File: src/rtl/lc3b_types.sv
// rtl/lc3b_types.sv - shared LC-3b pipeline types
package lc3b_types;

    typedef logic [2:0] lc3b_reg;

    typedef enum logic {
        HZ_RUN    = 1'b0,
        HZ_FROZEN = 1'b1
    } lc3b_hz_state;

endpackage

File: src/rtl/hz_sat_counter.sv
// rtl/hz_sat_counter.sv - saturating up-counter with synchronous clear
module hz_sat_counter #(
    parameter int CNT_W = 16
) (
    input  logic             clk,
    input  logic             clr,
    input  logic             inc,
    output logic [CNT_W-1:0] count
);

    logic [CNT_W-1:0] count_q;
    logic [CNT_W-1:0] count_d;

    // Holds at all-ones rather than wrapping back to zero.
    always_comb begin
        count_d = count_q;
        if (inc && (count_q != {CNT_W{1'b1}})) begin
            count_d = count_q + {{(CNT_W-1){1'b0}}, 1'b1};
        end
    end

    always_ff @(posedge clk) begin
        if (clr) begin
            count_q <= '0;
        end else begin
            count_q <= count_d;
        end
    end

    assign count = count_q;

endmodule

File: src/rtl/hazard_stall_unit.sv
// rtl/hazard_stall_unit.sv - load-use bubble, memory freeze and branch flush control
module hazard_stall_unit
    import lc3b_types::*;
#(
    parameter int CNT_W = 16
) (
    input  logic             clk,
    input  logic             reset,
    input  logic             id_uses_sr1,
    input  logic             id_uses_sr2,
    input  lc3b_reg          id_src1,
    input  lc3b_reg          id_src2,
    input  logic             ex_load_inst,
    input  logic             ex_regfile_write,
    input  lc3b_reg          ex_dest,
    input  logic             if_req,
    input  logic             if_resp,
    input  logic             mem_req,
    input  logic             mem_resp,
    input  logic             mem_branch_taken,
    output logic             pc_load,
    output logic             pc_sel_target,
    output logic             if_id_load,
    output logic             id_ex_load,
    output logic             ex_mem_load,
    output logic             mem_wb_load,
    output logic             id_ex_bubble,
    output logic             flush_young,
    output logic [CNT_W-1:0] stall_cycles
);

    lc3b_hz_state state_q, state_d;
    logic         flush_pend_q, flush_pend_d;
    logic         if_pend, d_pend, freeze, lu, flush;
    logic         cnt_inc;

    assign if_pend = if_req & ~if_resp;
    assign d_pend  = mem_req & ~mem_resp;
    assign freeze  = if_pend | d_pend;
    assign lu      = ex_load_inst & ex_regfile_write &
                     ((id_uses_sr1 & (id_src1 == ex_dest)) |
                      (id_uses_sr2 & (id_src2 == ex_dest)));
    assign flush   = mem_branch_taken | flush_pend_q;

    always_ff @(posedge clk) begin
        if (reset) begin
            state_q      <= HZ_RUN;
            flush_pend_q <= 1'b0;
        end else begin
            state_q      <= state_d;
            flush_pend_q <= flush_pend_d;
        end
    end

    // A branch resolved while frozen is remembered until the pipe can move.
    always_comb begin
        state_d      = state_q;
        flush_pend_d = flush_pend_q;
        case (state_q)
            HZ_RUN:    if (freeze) state_d = HZ_FROZEN;
            HZ_FROZEN: if (!freeze) state_d = HZ_RUN;
            default:   state_d = HZ_RUN;
        endcase
        if (freeze) begin
            flush_pend_d = flush_pend_q | mem_branch_taken;
        end else if (flush) begin
            flush_pend_d = 1'b0;
        end
    end

    always_comb begin
        pc_load       = 1'b1;
        pc_sel_target = 1'b0;
        if_id_load    = 1'b1;
        id_ex_load    = 1'b1;
        ex_mem_load   = 1'b1;
        mem_wb_load   = 1'b1;
        id_ex_bubble  = 1'b0;
        flush_young   = 1'b0;
        cnt_inc       = 1'b0;
        if (reset || freeze) begin
            pc_load     = 1'b0;
            if_id_load  = 1'b0;
            id_ex_load  = 1'b0;
            ex_mem_load = 1'b0;
            mem_wb_load = 1'b0;
            flush_young = reset;
            cnt_inc     = ~reset;
        end else if (flush) begin
            pc_sel_target = 1'b1;
            flush_young   = 1'b1;
        end else if (lu) begin
            pc_load      = 1'b0;
            if_id_load   = 1'b0;
            id_ex_bubble = 1'b1;
            cnt_inc      = 1'b1;
        end
    end

    hz_sat_counter #(
        .CNT_W(CNT_W)
    ) u_stall_cnt (
        .clk  (clk),
        .clr  (reset),
        .inc  (cnt_inc),
        .count(stall_cycles)
    );

endmodule

File: config.mk
export PLATFORM = sky130hd
export DESIGN_NAME = hazard_stall_unit
export DESIGN_NICKNAME = d
export VERILOG_FILES = /design/src/rtl/lc3b_types.sv /design/src/rtl/hz_sat_counter.sv /design/src/rtl/hazard_stall_unit.sv
export SDC_FILE = /design/constraint.sdc
export NUM_CORES = 1
export LEC_CHECK = 0
export ABC_AREA = 1
export CAP_MARGIN = 20
export CORE_MARGIN = 8
export CORE_UTILIZATION = 41
export CTS_CLUSTER_DIAMETER = 50
export DETAILED_ROUTE_END_ITERATION = 12
export PLACE_DENSITY_LB_ADDON = 0.1
export SLEW_MARGIN = 20
export SYNTH_ARGS = -nofsm -noshare
export SYNTH_HDL_FRONTEND = slang
export SYNTH_SLANG_ARGS = --single-unit
File: constraint.sdc
create_clock -name clk -period 1.5 [get_ports clk]
set_input_delay 0.225 -clock clk [delete_from_list [all_inputs] [get_ports clk]]
set_output_delay 0.225 -clock clk [all_outputs]
set_load 0.01 [all_outputs]
---- After elaboration in Yosys (flattened, before gate mapping) ----
Cells that the tools add are included.
storage, ports and cells
  register bits after elaboration ......... 17
  bits in latches ......................... 0
  bits in writable memories ............... 0
  memory bits (read-only) ................. 0
  output and inout bits ................... 24
  word-level logic and storage cells ...... 34
  memories kept ........................... 0
cells by class
  $add $sub $neg .......................... 1
  $mul .................................... 0
  div/mod/pow operators ................... 0
  magnitude comparators ................... 0
  eq/ne operators ......................... 3
  shifts and indexed selects .............. 0
  multiplexer cells ....................... 13
  bitwise gates (word level) .............. 12
  reduce and logical (&&, ||, !) cells .... 3
operators by type and width
  operator                                                         number
  16-bit by 1-bit adder with 16-bit output, second input constant  1
  16-bit != test, second input constant                            1
  1-bit 2-to-1 mux                                                 13
  1-bit AND                                                        6
  3-bit == test                                                    2
  1-bit inverter                                                   3
  1-bit OR                                                         3
  2-bit nonzero test                                               1
  1-bit logical AND                                                1
  1-bit logical OR                                                 1

---- Depth between registers and ports, before layout ----
Gate-level depths: netlist of run 1.
  depth in word-level cells ............... 8
  mapped depth ............................ 12

---- Modules after synthesis ----
From an unflattened synthesis of run 1, not the netlist that was laid out.
second synthesis, totals
  cells, all modules ...................... 205
  area, all modules ....................... 1,216.2 sq um
by module, submodules not included
  module             times used  cells each  area each (sq um)
  hz_sat_counter     1           149         929.6
  hazard_stall_unit  1           56          286.5

---- Least setup slack after synthesis of run 1 ----
No wires, ideal clock.
  path type ............................... flip-flop to flip-flop
  start ................................... register u_stall_cnt.count_q[0] (netlist: u_stall_cnt.count[0])
  end ..................................... register u_stall_cnt.count_q[10] (netlist: u_stall_cnt.count[10])
  library setup time ...................... 0.139 ns
  data arrival time ....................... 1.433 ns
  required time ........................... 1.361 ns
  slack ................................... -0.072 ns
  stages on the path, launching flop included .. 10
  buffers on the path ..................... 1
  clock period less this slack ............ 1.572 ns
  path through ............................ dfxtp_1 ha_1 nand3_2 nor2_4 nand4_4 nand2_2 inv_2 buf_2 nand3_1 a21oi_2
on the way
  cells in the longest elaborated chain, start to end .. 2
  elaborated cells on any way between the ends .. 3
  those cells by class .................... add/sub: 1; eq/ne: 1; reduce/logical: 1
ends and longest elaborated chain
  what                                                                              line                  RTL
  from (decl)                                                                       hz_sat_counter.sv:11  logic [CNT_W-1:0] count_q;
  from (signal assigned)                                                            hz_sat_counter.sv:26  count_q <= count_d;
  branches (longest 2 deep; another with 16-bit by 1-bit adder with 16-bit output)  --
Parallel ways; which one is timed is not known.
A chain may end at the register's enable or synchronous reset.

---- Final worst setup path of run 1 ----
  start ................................... register flush_pend_q
  end ..................................... output id_ex_bubble
on the way
  cells in the longest elaborated chain, start to end .. 3
ends and longest elaborated chain
  what                    line                     RTL
  from (decl)             hazard_stall_unit.sv:33  logic flush_pend_q, flush_pend_d;
  from (signal assigned)  hazard_stall_unit.sv:51  flush_pend_q <= flush_pend_d;
  1-bit OR                hazard_stall_unit.sv:43  assign flush = mem_branch_taken | flush_pend_q;
  1-bit 2-to-1 mux        hazard_stall_unit.sv:89  end else if (flush) begin
  1-bit 2-to-1 mux        hazard_stall_unit.sv:81  if (reset || freeze) begin
  to (decl)               hazard_stall_unit.sv:27  output logic id_ex_bubble,
No other way between the ends.

==> key figures, run 1 <==
Status
  – Status: finished with violations
  – Failing checks: negative setup slack

Final layout
  – Area growth syn-to-layout: 65.68%
  – Non-filler cells, final: 303
  – Nets: 292
  – ANT cells: 0
  – FF/Latch Area: 361.6 sq um
  – Post-route cell area: 0.002102 sq mm
  – Multi-input logic area: 923.4 sq um
  – Filler Cell Count: 278
  – Layout cells sized above 1: 34.07%

Global routing
  – First-pass GRT wire length: 6368 um
  – Pin count of the biggest net entering global routing: 13
  – Vias in the first global route: 1,443
  – Tot GR Track Use: 15.02%
  – Grt ovf: 0
  – Initial antenna violation count: 0

Route
  – Remaining DRCs: 0
  – Avg Vias per Cell: 4.766
  – Antenna-violating nets left: 0
  – Total Routed Length: 3786 um
  – First-pass iteration count of the detailed router: 4
  – Vias: 1,444
  – Drt first-iter violations: 54
  – Drt wl/cell: 12.50 um

Die
  – Die Footprint: 0.005130 sq mm
  – Die span in x: 71.63 um
  – Starting Density: 42.25%
  – Io pins: 44
  – Core Rows: 20
  – Core Area: 0.003003 sq mm
  – DIE HEIGHT: 71.63 um

CTS
  – CTS HTree Levels: 1
  – Later-pin clock latency in the skew report: 0.30 ns
  – CTS Buffer Depth: 2
  – CTS Sinks: 17
  – Clock transition at path regs: 0.10 ns
  – CTS Buf Count: 3
  – CTS Root Cell: clkbuf_4
  – CTS tree: built

Logic synthesis
  – Sequential area share after synthesis: 26.82%
  – Share of the synthesized area in the top cell type: 26.82%
  – Syn nets: 223
  – Top cells by area, synth: dfxtp_1 27%, nand2_1 19%, nor2_1 8.0%
  – Post-Syn Instances: 202
  – Seq cells post-synth: 17
  – Mapped cell area: 0.001269 sq mm
  – Avg Cell Area, Syn: 6.281 sq um
  – Unique masters post-synth: 29
  – Leading area contributor after synthesis: dfxtp_1
  – Ys Warns: 0

Setup path
  – Critical setup path kind: flip-flop to output port
  – WP data required: 1.27 ns
  – Critical path launch point type: flip-flop
  – Critical path arrival: 1.28 ns
  – R2r setup slk: 0.04 ns
  – Crit. End Element: output port
  – Critical path, cell by cell: or2_4, nor2_4, nand2_2, nor2_2, buf_2
  – Critical path fanouts, max: 3
  – Crit-path max cell delay: 0.31 ns
  – CP max stage cell: dfxtp_1

Power
  – Internal power: 689.5 uW
  – P per Cell Area: 472.8 mW/mm^2
  – Sw Pwr: 304.4 uW
  – Combinational power share: 27.8%
  – Leak: 1.040 nW
  – Switching portion of total power: 30.62%
  – Sequential fraction of design power: 46.0%
  – Final Power: 993.9 uW
  – Max VDD drop: 0.0002402 V
  – Clock power share: 26.2%

Timing
  – Fin Clk Skew: 0.009622 ns
  – Final hold vios: 0
  – Rel. slew slack: 84.44%
  – Crit share post-route: 100.1%
  – Fmax: 665.9 MHz
  – Post-route setup slack: -0.001769 ns
  – Actual slew at the worst max-slew pin: 0.2315 ns
  – Pins Over Slew Limit: 0
  – RSZ-0062 raised after global routing: true
  – Fin crit period: 1.502 ns
  – # setup viols final: 1

Placed design
  – Post-DP HPWL: 2803 um
  – DP Cell Count: 295
  – Placer Congestion: 0.8029
  – I/O Buffers: 43
  – Setup WS pre-CTS: -0.5392 ns
  – Placed Area: 0.001884 sq mm

Worst hold path
  – Hold Path Class: input port to flip-flop

Job
  – Max-cap violation count: 0
[synth_stat cells]
master    instances
o21ai_1           1
dfxtp_1          17
nand2_1          65
nor4_1            1
xnor2_1           4
nand4_4           1
nor3_2            1
nor2_4            2
nand2_2           3
nand3_1          18
nand3b_1          1
nand2_4           2
and2_1            1
a21oi_1           6
xor2_1            4
ha_1              1
nand3_2           1
o22ai_1           1
buf_2             1
o21ai_0           2
inv_2             3
or2_1             1
buf_4             3
clkbuf_1          1
nor2_2            3
nor2_1           27
buf_6             2
a21oi_2           7
inv_1            22
[stage by stage]
stage / hold WS (ns) / util [%] / setup TNS, ns
3_5_place_dp: 0.5263 / 62.75 / -9.511
5_1_grt: 0.3359 / 70.00 / -0.1474
4_1_cts: 0.4670 / 63.83 / -0.04711
2_1_floorplan: 0.2941 / - / 0
6_report: 0.3000 / 70.00 / -0.001769
3_3_place_gp: 0.5198 / 62.75 / -9.218
[power groups by stage]
stage | clock (mW) | combinational, mW | sequential, mW
global route | 0.289 | 0.299 | 0.459
CTS | 0.266 | 0.234 | 0.459
global placement | 0 | 0.240 | 0.471
detailed placement | 0 | 0.243 | 0.471
finish | 0.260 | 0.276 | 0.458
floorplan | 0 | 0.105 | 0.476
[cell families (layout without fill, tap and decap cells)]
kind of cell	count (synthesis)	in the layout	synth area share [%]
xor gates and xnor gates	8	8	5.522
AOI/OAI and AO/OA	17	17	8.876
and+or+nand+nor	127	128	46.16
adders and majority gates	1	1	0.9860
buffers and inverters	32	99	11.64
DFF	17	17	26.82
[layout by cell type, fill, tap and decap left out, types with 5 or more instances in the layout]
master           netlist  routed
nor2_2                 3       5
nand3_1               18      13
dlymetal6s2s_1         0       8
nor2_1                27      23
clkdlybuf4s50_1        0       9
dfxtp_1               17       6
nand3_2                1       5
dfxtp_2                0       8
buf_4                  3      22
nand2_1               65      59
inv_1                 22      21
dlygate4sd2_1          0      18
a21oi_2                7       9
nand2_2                3       8
[layout make-up]
| class | instances | share of cell area [%] |
|---|---|---|
| Multi-Input combinational cell | 154 | 43.93 |
| Timing Repair Buffer | 70 | 30.77 |
| Sequential cell | 17 | 17.20 |
| Inverter | 25 | 4.821 |
| Tap cell | 33 | 1.964 |
| Clock buffer | 3 | 1.071 |
| Clock inverter | 1 | 0.2381 |
[registers in the layout (all words and copies together) (netlist names)]
name	cells
flush_pend_q	1
u_stall_cnt.count	16
[critical path, delay by kind of cell, from the launching register on]
family	cells	cell delay (ns)
buffers and inverters	1	0.13
flip-flops	1	0.31
AND/OR/NAND/NOR	4	0.55
[what timing repair did]
| action | CTS | global route |
|---|---|---|
| hold buffers | 0 | 0 |
| setup buffers | 1 | 2 |
| gates resized for setup | 58 | 40 |
| gates cloned | 0 | 1 |
| pin swaps | 5 | 18 |
| setup endpoints to repair | 38 | 25 |
[final timing paths]
| kind | start | cells past startpoint | end |
|---|---|---|---|
| worst max-delay path | flush_pend_q | 5 | id_ex_bubble |
| worst min-delay path | mem_branch_taken | 4 | flush_pend_q |
| worst max register to register | u_stall_cnt.count[0] | 9 | u_stall_cnt.count[1] |
| worst min register to register | u_stall_cnt.count[4] | 2 | u_stall_cnt.count[4] |
[per-layer routing]
metal / GRT usage, % / share of wire (%) / up-vias
met5: 0 / 0 / -
met4: 5.669 / 1.3 / 0
met3: 3.487 / 5.4 / 4
met2: 26.82 / 51 / 36
met1: 16.71 / 42 / 641
li1: - / - / 763
(Power assumes the default switching activity.)
==> inputs of run 2 (changes only) <==
--- a/config.mk
+++ b/config.mk
@@ -9,7 +9,7 @@
 export CAP_MARGIN = 20
 export CORE_MARGIN = 8
 export CORE_UTILIZATION = 41
-export CTS_CLUSTER_DIAMETER = 50
+export CTS_CLUSTER_DIAMETER = 200
 export DETAILED_ROUTE_END_ITERATION = 12
 export PLACE_DENSITY_LB_ADDON = 0.1
 export SLEW_MARGIN = 20
==> results of run 2 <==
Final layout, timing and power as in run 1 (identical DEF).
